`src/rtl/pick_pkg.sv`:
```
// pick_pkg: shared types and keycodes for the pick motion controller
package pick_pkg;
  typedef enum logic [2:0] {
    DIR_HOLD = 3'b000,
    DIR_UP1  = 3'b001,
    DIR_DN1  = 3'b010,
    DIR_DN2  = 3'b011,
    DIR_UP2  = 3'b100
  } dir_t;
  typedef enum logic [2:0] {IDLE, UP_SLOW, UP_FAST, DN_SLOW, DN_FAST} state_t;
  localparam logic [7:0] KEY_W     = 8'h1A;
  localparam logic [7:0] KEY_S     = 8'h16;
  localparam logic [7:0] KEY_SPACE = 8'h2C;
  function automatic dir_t state_dir(input state_t s);
    return s == UP_SLOW ? DIR_UP1 :
           s == UP_FAST ? DIR_UP2 :
           s == DN_SLOW ? DIR_DN1 :
           s == DN_FAST ? DIR_DN2 : DIR_HOLD;
  endfunction
endpackage

```
`src/rtl/frame_tick_sync.sv`:
```
// frame_tick_sync: 2-flop synchronizer plus rising-edge detector giving a one-clock frame pulse
module frame_tick_sync (
  input  logic clk,
  input  logic rst_n,
  input  logic async_in,
  output logic tick
);
  logic [2:0] sr;
  // sr[1:0] resynchronize the frame clock, sr[2] remembers the previous level for edge detection
  always_ff @(posedge clk or negedge rst_n)
    if (!rst_n) sr <= '0;
    else sr <= {sr[1:0], async_in};
  assign tick = sr[1] & ~sr[2];
endmodule

```
`src/rtl/pick_ctrl.sv`:
```
// pick_ctrl: keycodes to frame-aligned pick motion command plus strum req/ack; PICK_CTRL_CLAMP_EN stops motion at the Y limits
module pick_ctrl
  import pick_pkg::*;
#(
  parameter int HOLD_FRAMES = 8,
  parameter int Y_MIN       = 32,
  parameter int Y_MAX       = 479
) (
  input  logic       Clk,
  input  logic       Reset_n,
  input  logic       frame_clk,
  input  logic [7:0] keycode0,
  input  logic [7:0] keycode1,
  input  logic [9:0] pickY,
  input  logic       strum_ack,
  output logic [2:0] dir,
  output logic       strum_req,
  output logic       fast
);
  localparam logic [3:0] HOLD = 4'(HOLD_FRAMES);
  state_t state, state_n;
  dir_t dir_q;
  logic [3:0] cnt, cnt_n, cnt_inc;
  logic tick, w, s, space, sp_d, sp_dd, stop;
  frame_tick_sync u_sync (.clk(Clk), .rst_n(Reset_n), .async_in(frame_clk), .tick(tick));
  assign w = keycode0 == KEY_W || keycode1 == KEY_W;
  assign s = keycode0 == KEY_S || keycode1 == KEY_S;
  assign space = keycode0 == KEY_SPACE || keycode1 == KEY_SPACE;
  assign cnt_inc = cnt == 4'hF ? cnt : cnt + 4'd1;
  // next state and hold counter; only a frame tick may move the FSM
  always_comb begin
    state_n = state;
    cnt_n = cnt;
    if (tick) begin
      if (w == s) begin
        state_n = IDLE;
        cnt_n = '0;
      end else if (w) begin
        if (state == UP_SLOW) begin
          cnt_n = cnt_inc;
          state_n = cnt_inc == HOLD ? UP_FAST : UP_SLOW;
        end else if (state != UP_FAST) begin
          state_n = UP_SLOW;
          cnt_n = '0;
        end
      end else begin
        if (state == DN_SLOW) begin
          cnt_n = cnt_inc;
          state_n = cnt_inc == HOLD ? DN_FAST : DN_SLOW;
        end else if (state != DN_FAST) begin
          state_n = DN_SLOW;
          cnt_n = '0;
        end
      end
    end
  end
`ifdef PICK_CTRL_CLAMP_EN
  localparam logic [9:0] Y_LO = 10'(Y_MIN + 2);
  localparam logic [9:0] Y_HI = 10'(Y_MAX - 2);
  assign stop = ((state_n == UP_SLOW || state_n == UP_FAST) && pickY <= Y_LO) ||
                ((state_n == DN_SLOW || state_n == DN_FAST) && pickY >= Y_HI);
`else
  logic unused_clamp;
  assign stop = 1'b0;
  assign unused_clamp = ^{pickY, Y_MIN[0], Y_MAX[0]};
`endif
  // FSM state, counter and the frame-stable dir command
  always_ff @(posedge Clk or negedge Reset_n)
    if (!Reset_n) begin
      state <= IDLE;
      cnt <= '0;
      dir_q <= DIR_HOLD;
    end else begin
      state <= state_n;
      cnt <= cnt_n;
      if (tick) dir_q <= stop ? DIR_HOLD : state_dir(state_n);
    end
  // strum: Space edge register then request flop; ack beats a simultaneous edge
  always_ff @(posedge Clk or negedge Reset_n)
    if (!Reset_n) begin
      sp_d <= 1'b0;
      sp_dd <= 1'b0;
      strum_req <= 1'b0;
    end else begin
      sp_d <= space;
      sp_dd <= sp_d;
      strum_req <= strum_ack ? 1'b0 : strum_req | (sp_d & ~sp_dd);
    end
  assign dir = dir_q;
  assign fast = state == UP_FAST || state == DN_FAST;
endmodule

```
`config.mk`:
```
export PLATFORM = sky130hd
export DESIGN_NAME = pick_ctrl
export DESIGN_NICKNAME = d
export VERILOG_FILES = /design/src/rtl/pick_pkg.sv /design/src/rtl/frame_tick_sync.sv /design/src/rtl/pick_ctrl.sv
export SDC_FILE = /design/constraint.sdc
export NUM_CORES = 1
export LEC_CHECK = 0
export CELL_PAD_IN_SITES_DETAIL_PLACEMENT = 1
export CELL_PAD_IN_SITES_GLOBAL_PLACEMENT = 1
export CORE_MARGIN = 2
export CORE_UTILIZATION = 45
export DETAILED_ROUTE_END_ITERATION = 6
export DONT_BUFFER_PORTS = 1
export PLACE_DENSITY = 0.8
export SYNTH_ARGS = -nofsm -noshare
export SYNTH_HDL_FRONTEND = slang
export SYNTH_SLANG_ARGS = --single-unit
```
`constraint.sdc`:
```
create_clock -name Clk -period 2.5 [get_ports Clk]
set_input_delay 0.5 -clock Clk [delete_from_list [all_inputs] [get_ports Clk]]
set_output_delay 0.5 -clock Clk [all_outputs]
set_load 0.05 [all_outputs]
```
### After elaboration in Yosys (flattened, before gate mapping)

Index checks and enable logic that the tools add are counted.

* reductions and logical operators: 6
* equality and inequality tests: 20
* multiplexer cells: 21
* bitwise logic cells: 5
* add/subtract/negate cells: 1

Operators by type and width (number)
* $eq 8x5->1 const B: 4
* $mux 3: 10
* $mux 4: 7
* $eq 8x6->1 const B: 2
* $eq 3x2->1 const B: 4
* $eq 4x4->1 const B: 2
* $eq 3x1->1 const B: 2
* $eq 3x3->1 const B: 2
* $mux 2: 3
* $add 4x1->4 const B: 1
* $logic_or 1x1->1: 4
* $ne 4x1->1 const B: 1
* $reduce_bool 4->1: 1
* $ne 3x2->1 const B: 1
* $ne 3x3->1 const B: 1
* $reduce_and 3->1: 1
* $and 1x1->1: 2
* $not 1->1: 2
* $eq 1x1->1: 1
* $mux 1: 1
* $or 1x1->1: 1

* input port bits: 30
* bits in registers: 16
* word-level logic and storage cells: 60

### Longest topological paths before layout

* depth after elaboration: 13
* gate-level depth with buffers: 11
* gate-level depth less buffers: 11

### Modules after synthesis

From an unflattened synthesis, not the netlist that was laid out.

* cells, all modules: 105
* area, all modules: 975.9 µm²

By module, submodules not included
* pick_ctrl: area each 887.1 µm², cells each 101, sequential area each 325.3 µm², times used 1
* frame_tick_sync: area each 88.8 µm², cells each 4, sequential area each 75.1 µm², times used 1

### Worst setup path before layout

No wires, ideal clock.

* kind: input port to flip-flop
* from: in keycode0[0]
* to: reg cnt[3]
* cell stages on the path: 11
* slack: 0.025 ns
* arrival: 2.398 ns
* setup time: 0.078 ns
* buffers on the path: 0
* data required time: 2.422 ns
* cells stage by stage: nor3_1 > nand2_1 > or3_1 > o41ai_1 > inv_1 > ha_1 > nor2_1 > nand3_1 > mux2i_4 > o21ai_0 > a21oi_1

* word-level cells in the longest chain between the ends: 5

Ends and longest elaborated chain
* start: declaration: RTL line pick_ctrl.sv:12 `input logic [7:0] keycode0,`
* $eq 8x5->1, on equally long branches: RTL line pick_ctrl.sv:26, pick_ctrl.sv:27
* $logic_or 1x1->1, on equally long branches: RTL line pick_ctrl.sv:26, pick_ctrl.sv:27
* $eq 1x1->1: RTL line pick_ctrl.sv:35 `if (w == s) begin`
* $ne 4x1->1 (no line) / $reduce_bool 4->1 (equally long branches)
* $reduce_and 3->1 (no line)
* end signal: assignment: RTL line pick_ctrl.sv:75 `cnt <= cnt_n;`
* end: declaration: RTL line pick_ctrl.sv:23 `logic [3:0] cnt, cnt_n, cnt_inc;`

Several ways; a longest one is shown, not always the timed one.
A chain may end at the register's enable or synchronous reset.

### Final worst setup path

Ends and elaborated chain as after synthesis.

==> flow_summary_export.csv <==
group,metric,value,unit
logic_synthesis,synth-seq-cells,16,
route,final_antenna_net_count,0,
logic_synthesis,synth_top_area_share,42.2,%
worst_setup_path,reg2reg_depth,7,
logic_synthesis,synth_simple_gate_area_share,26.4,%
placement,dpl.hpwl,1.77,mm
logic_synthesis,yosys_warnings,0,
sta,finalSetupViolations,0,
route,dr.pass1.iters,3,
final_layout,fin_util,54.2,%
logic_synthesis,seq_area_frac_synth,42.2,%
final_layout,seq_area,400,µm²
power_and_ir_drop,power_frac_comb,6.0,%
clock_tree,numCtsBuffers,3,
clock_tree,cts-root-buf,"clkbuf_4",
final_layout,multi_input_area,518,µm²
route,vias,784,
run,maxCapViolations,0,
route,drt-total-wl,2.23,mm
final_layout,n_antenna_cell,0,
worst_setup_path,worst_path_max_delay_cell,"or3_1",
logic_synthesis,synth-edff-count,0,
logic_synthesis,syn_inst,98,
global_routing,grt_pass1_wl,4.08,mm
logic_synthesis,ys_types,36,
worst_setup_path,r2r_end,"dir[0]$_DFFE_PN0P_",
global_routing,gr-usage-met1,24.7,%
power_and_ir_drop,power_switching,0.112,mW
clock_tree,worstSkewPairLatency,300,ps
final_layout,drive_gt1_share,18.9,%
sta,worstMarginPinSlew,731,ps
sta,maxSlewHeadroom,51.1,%
worst_setup_path,cp_max_fo,7,
sta,clock.fmax,0.445,GHz
worst_setup_path,rrSetupSlack,550,ps
logic_synthesis,synth-compound-area-share,17.4,%
placement,portBuffers,0,
power_and_ir_drop,peakVddDrop,0.267,mV
global_routing,grt.total_usage,22.1,%
clock_tree,clk_path_buf_depth,2,
global_routing,antenna_found_initial,0,
sta,grt_setup_unrepaired,"false",
sta,drv_slew,0,
floorplan,ioPinCount,35,
worst_setup_path,r2r-start,"cnt[0]$_DFFE_PN0P_",
hold_path,hold_start,"frame_clk",
worst_setup_path,cpPeakStageDelay,320,ps
global_routing,grtUsageMet3,3.64,%
final_layout,fillCellCount,224,
worst_setup_path,cp_cell_sequence,"nor3_2, nand2_1, or3_1, o41ai_2, inv_1, ha_1, nor2_2, nand3_1, mux2i_4, o21ai_0, a21oi_1",
final_layout,nets,140,
worst_setup_path,critPathKind,"primary input to flip-flop",
global_routing,grt.met2_usage,40.0,%
floorplan,initial_core_util,47.9,%
sta,fin_crit,2250,ps
worst_setup_path,cp.arrival,2470,ps
floorplan,die_x,49.9,µm
global_routing,grt_pass1_vias,888,
route,drtIter0Drc,7,
floorplan,core,0.00198,mm²
logic_synthesis,synthTopCellsByArea,"dfrtp_1, nand3_1, ha_1, o21ai_0, nand2_1",
logic_synthesis,synth.avg_cell_area,9.69,µm²
clock_tree,cts.clk_slew.worst_paths,100,ps
floorplan,dieArea,0.00249,mm²
power_and_ir_drop,intPower,0.363,mW
clock_tree,post-cts-setup-buffer-count,0,
sta,skew,9.35,ps
placement,globalplace.congestion,0.785,
power_and_ir_drop,p_seq_share,56.2,%
power_and_ir_drop,leakage,0.437,nW
hold_path,min_path_cells,0,
global_routing,grt_busiest_layer,"met2",
worst_setup_path,worstPathRequired,2720,ps
route,wire_per_inst,16.7,µm
route,viasPerCell,5.89,
logic_synthesis,synthMuxAreaShare,3.43,%
logic_synthesis,syn_area,950,µm²
power_and_ir_drop,p_clk_share,37.9,%
logic_synthesis,async_flop_share,100,%
sta,finalSetupTns,0,ps
final_layout,area_growth,13.2,%
power_and_ir_drop,powerDensity,442,mW/mm²
clock_tree,htree_levels,1,
sta,fin_crit_sh,89.9,%
route,drc,0,
logic_synthesis,synthFlopType,"dfrtp_1",
logic_synthesis,syn_nets,131,
hold_path,min_to,"u_sync.sr[0]$_DFF_PN0_",
logic_synthesis,yosysTopAreaCell,"dfrtp_1",
status,status,"finished clean",
floorplan,die_h,49.9,µm
sta,hold_violations,0,
power_and_ir_drop,swShare,23.6,%
clock_tree,cts.sink_count,16,
global_routing,grt_max_degree,17,
logic_synthesis,synth_top_family_by_area,"simple AND/OR/NAND/NOR gates",
hold_path,hold_class,"primary input to flip-flop",
worst_setup_path,cp-start-kind,"primary input",
logic_synthesis,synth_fa_ha_area_share,3.95,%
floorplan,rows,16,
global_routing,overflow,0,
worst_setup_path,end_kind,"flip-flop",
clock_tree,cts_tree,"built",
logic_synthesis,synth-xor-area-share,1.84,%
registers in the layout, indices dropped and copies added, names as in the netlist:
signal     count
strum_req      1
state          3
sp_dd          1
dir            3
cnt            4
sp_d           1
u_sync.sr      3
synthesized netlist by cell type, drive strengths merged (2+ instances only):
cell and n:
nand3b 2, nand2b 3, inv 5, mux2i 2, nor2 5, nand4 2
nand2 8, nand3 9, xnor2 2, o31ai 2, dfrtp 16, clkbuf 3
ha 3, o21ai 7, nor2b 2, a22o 2, nor3 4, a32o 2
o41ai 2, a21oi 5
layout make-up:
cell class,count,share of cell area [%]
Clock buffer,4,3.38
Inverter,5,2.21
Multi-Input combinational cell,73,48.2
Sequential cell,16,37.3
Tap cell,27,3.14
Timing Repair Buffer,8,5.82
cells by family after synthesis:
group | Yosys count
simple gates | 42
compound gates | 24
flops | 16
buf+inv | 9
fa+ha+maj | 3
xor+xnor | 2
mux | 2
power groups by stage:
| stage | sequential, mW | combinational (mW) | clock [mW] |
|---|---|---|---|
| 4_1_cts | 0.267 | 0.0285 | 0.183 |
| 3_3_place_gp | 0.272 | 0.0208 | 0 |
| 3_5_place_dp | 0.272 | 0.0221 | 0 |
| 2_1_floorplan | 0.270 | 0.0173 | 0 |
| 6_report | 0.267 | 0.0284 | 0.180 |
| 5_1_grt | 0.267 | 0.0323 | 0.196 |
worst max-delay path by stage:
stage	from	end	slack [ps]	cells after the start
5_1_grt	keycode0[0]	cnt[3]$_DFFE_PN0P_	40	11
2_1_floorplan	keycode0[0]	cnt[3]$_DFFE_PN0P_	20	11
6_report	keycode0[0]	cnt[3]$_DFFE_PN0P_	250	11
3_3_place_gp	keycode0[0]	cnt[3]$_DFFE_PN0P_	-70	11
4_1_cts	keycode0[0]	cnt[3]$_DFFE_PN0P_	120	11
3_5_place_dp	keycode0[0]	cnt[3]$_DFFE_PN0P_	-200	11
what timing repair did:
action,4_1_cts,5_1_grt
hold endpoints to repair,16,0
endpoints found under the setup margin,0,4
resized for setup,0,3
hold buffers,1,0
metal layers:
metal	wire length (µm)	part of all wire (%)
met1	897	40
met2	1220	55
met3	63	2.8
met4	43	1.9
met5	0	0
placed cells by master (no fill, tap or decap), types with 2 or more instances in the layout:
cell and count:
dfrtp_1 16, nand3_1 9, nand2_1 8, buf_4 7
o21ai_0 6, a21oi_1 5, inv_1 4, nor2_1 4
nor3_1 3, nand2b_1 3, ha_1 3, clkbuf_4 3
a22o_1 2, nor2b_1 2, nand4_1 2, o31ai_1 2
xnor2_1 2, a32o_1 2
stage by stage:
| stage | cell area [µm²] | hold WS [ps] | worst slack [ps] | instances | total power [mW] |
|---|---|---|---|---|---|
| after global placement | 1010 | 205 | -67.4 | 128 | 0.292 |
| after CTS | 1060 | 211 | 117 | 133 | 0.478 |
| after detailed placement | 1010 | 205 | -203 | 128 | 0.294 |
| after floorplan | 950 | 204 | 24.9 | 98 | 0.288 |
| final | 1070 | 212 | 253 | 133 | 0.475 |
| after global routing | 1070 | 196 | 43.4 | 133 | 0.496 |
critical path, delay by kind of cell:
| kind | cells | cell delay (ps) |
|---|---|---|
| AOI/OAI and AO/OA | 3 | 390 |
| adders and majority gates | 1 | 310 |
| buffers and inverters | 1 | 90 |
| muxes | 1 | 280 |
| and+or+nand+nor | 5 | 890 |
Power figures use the tool's default switching activity.
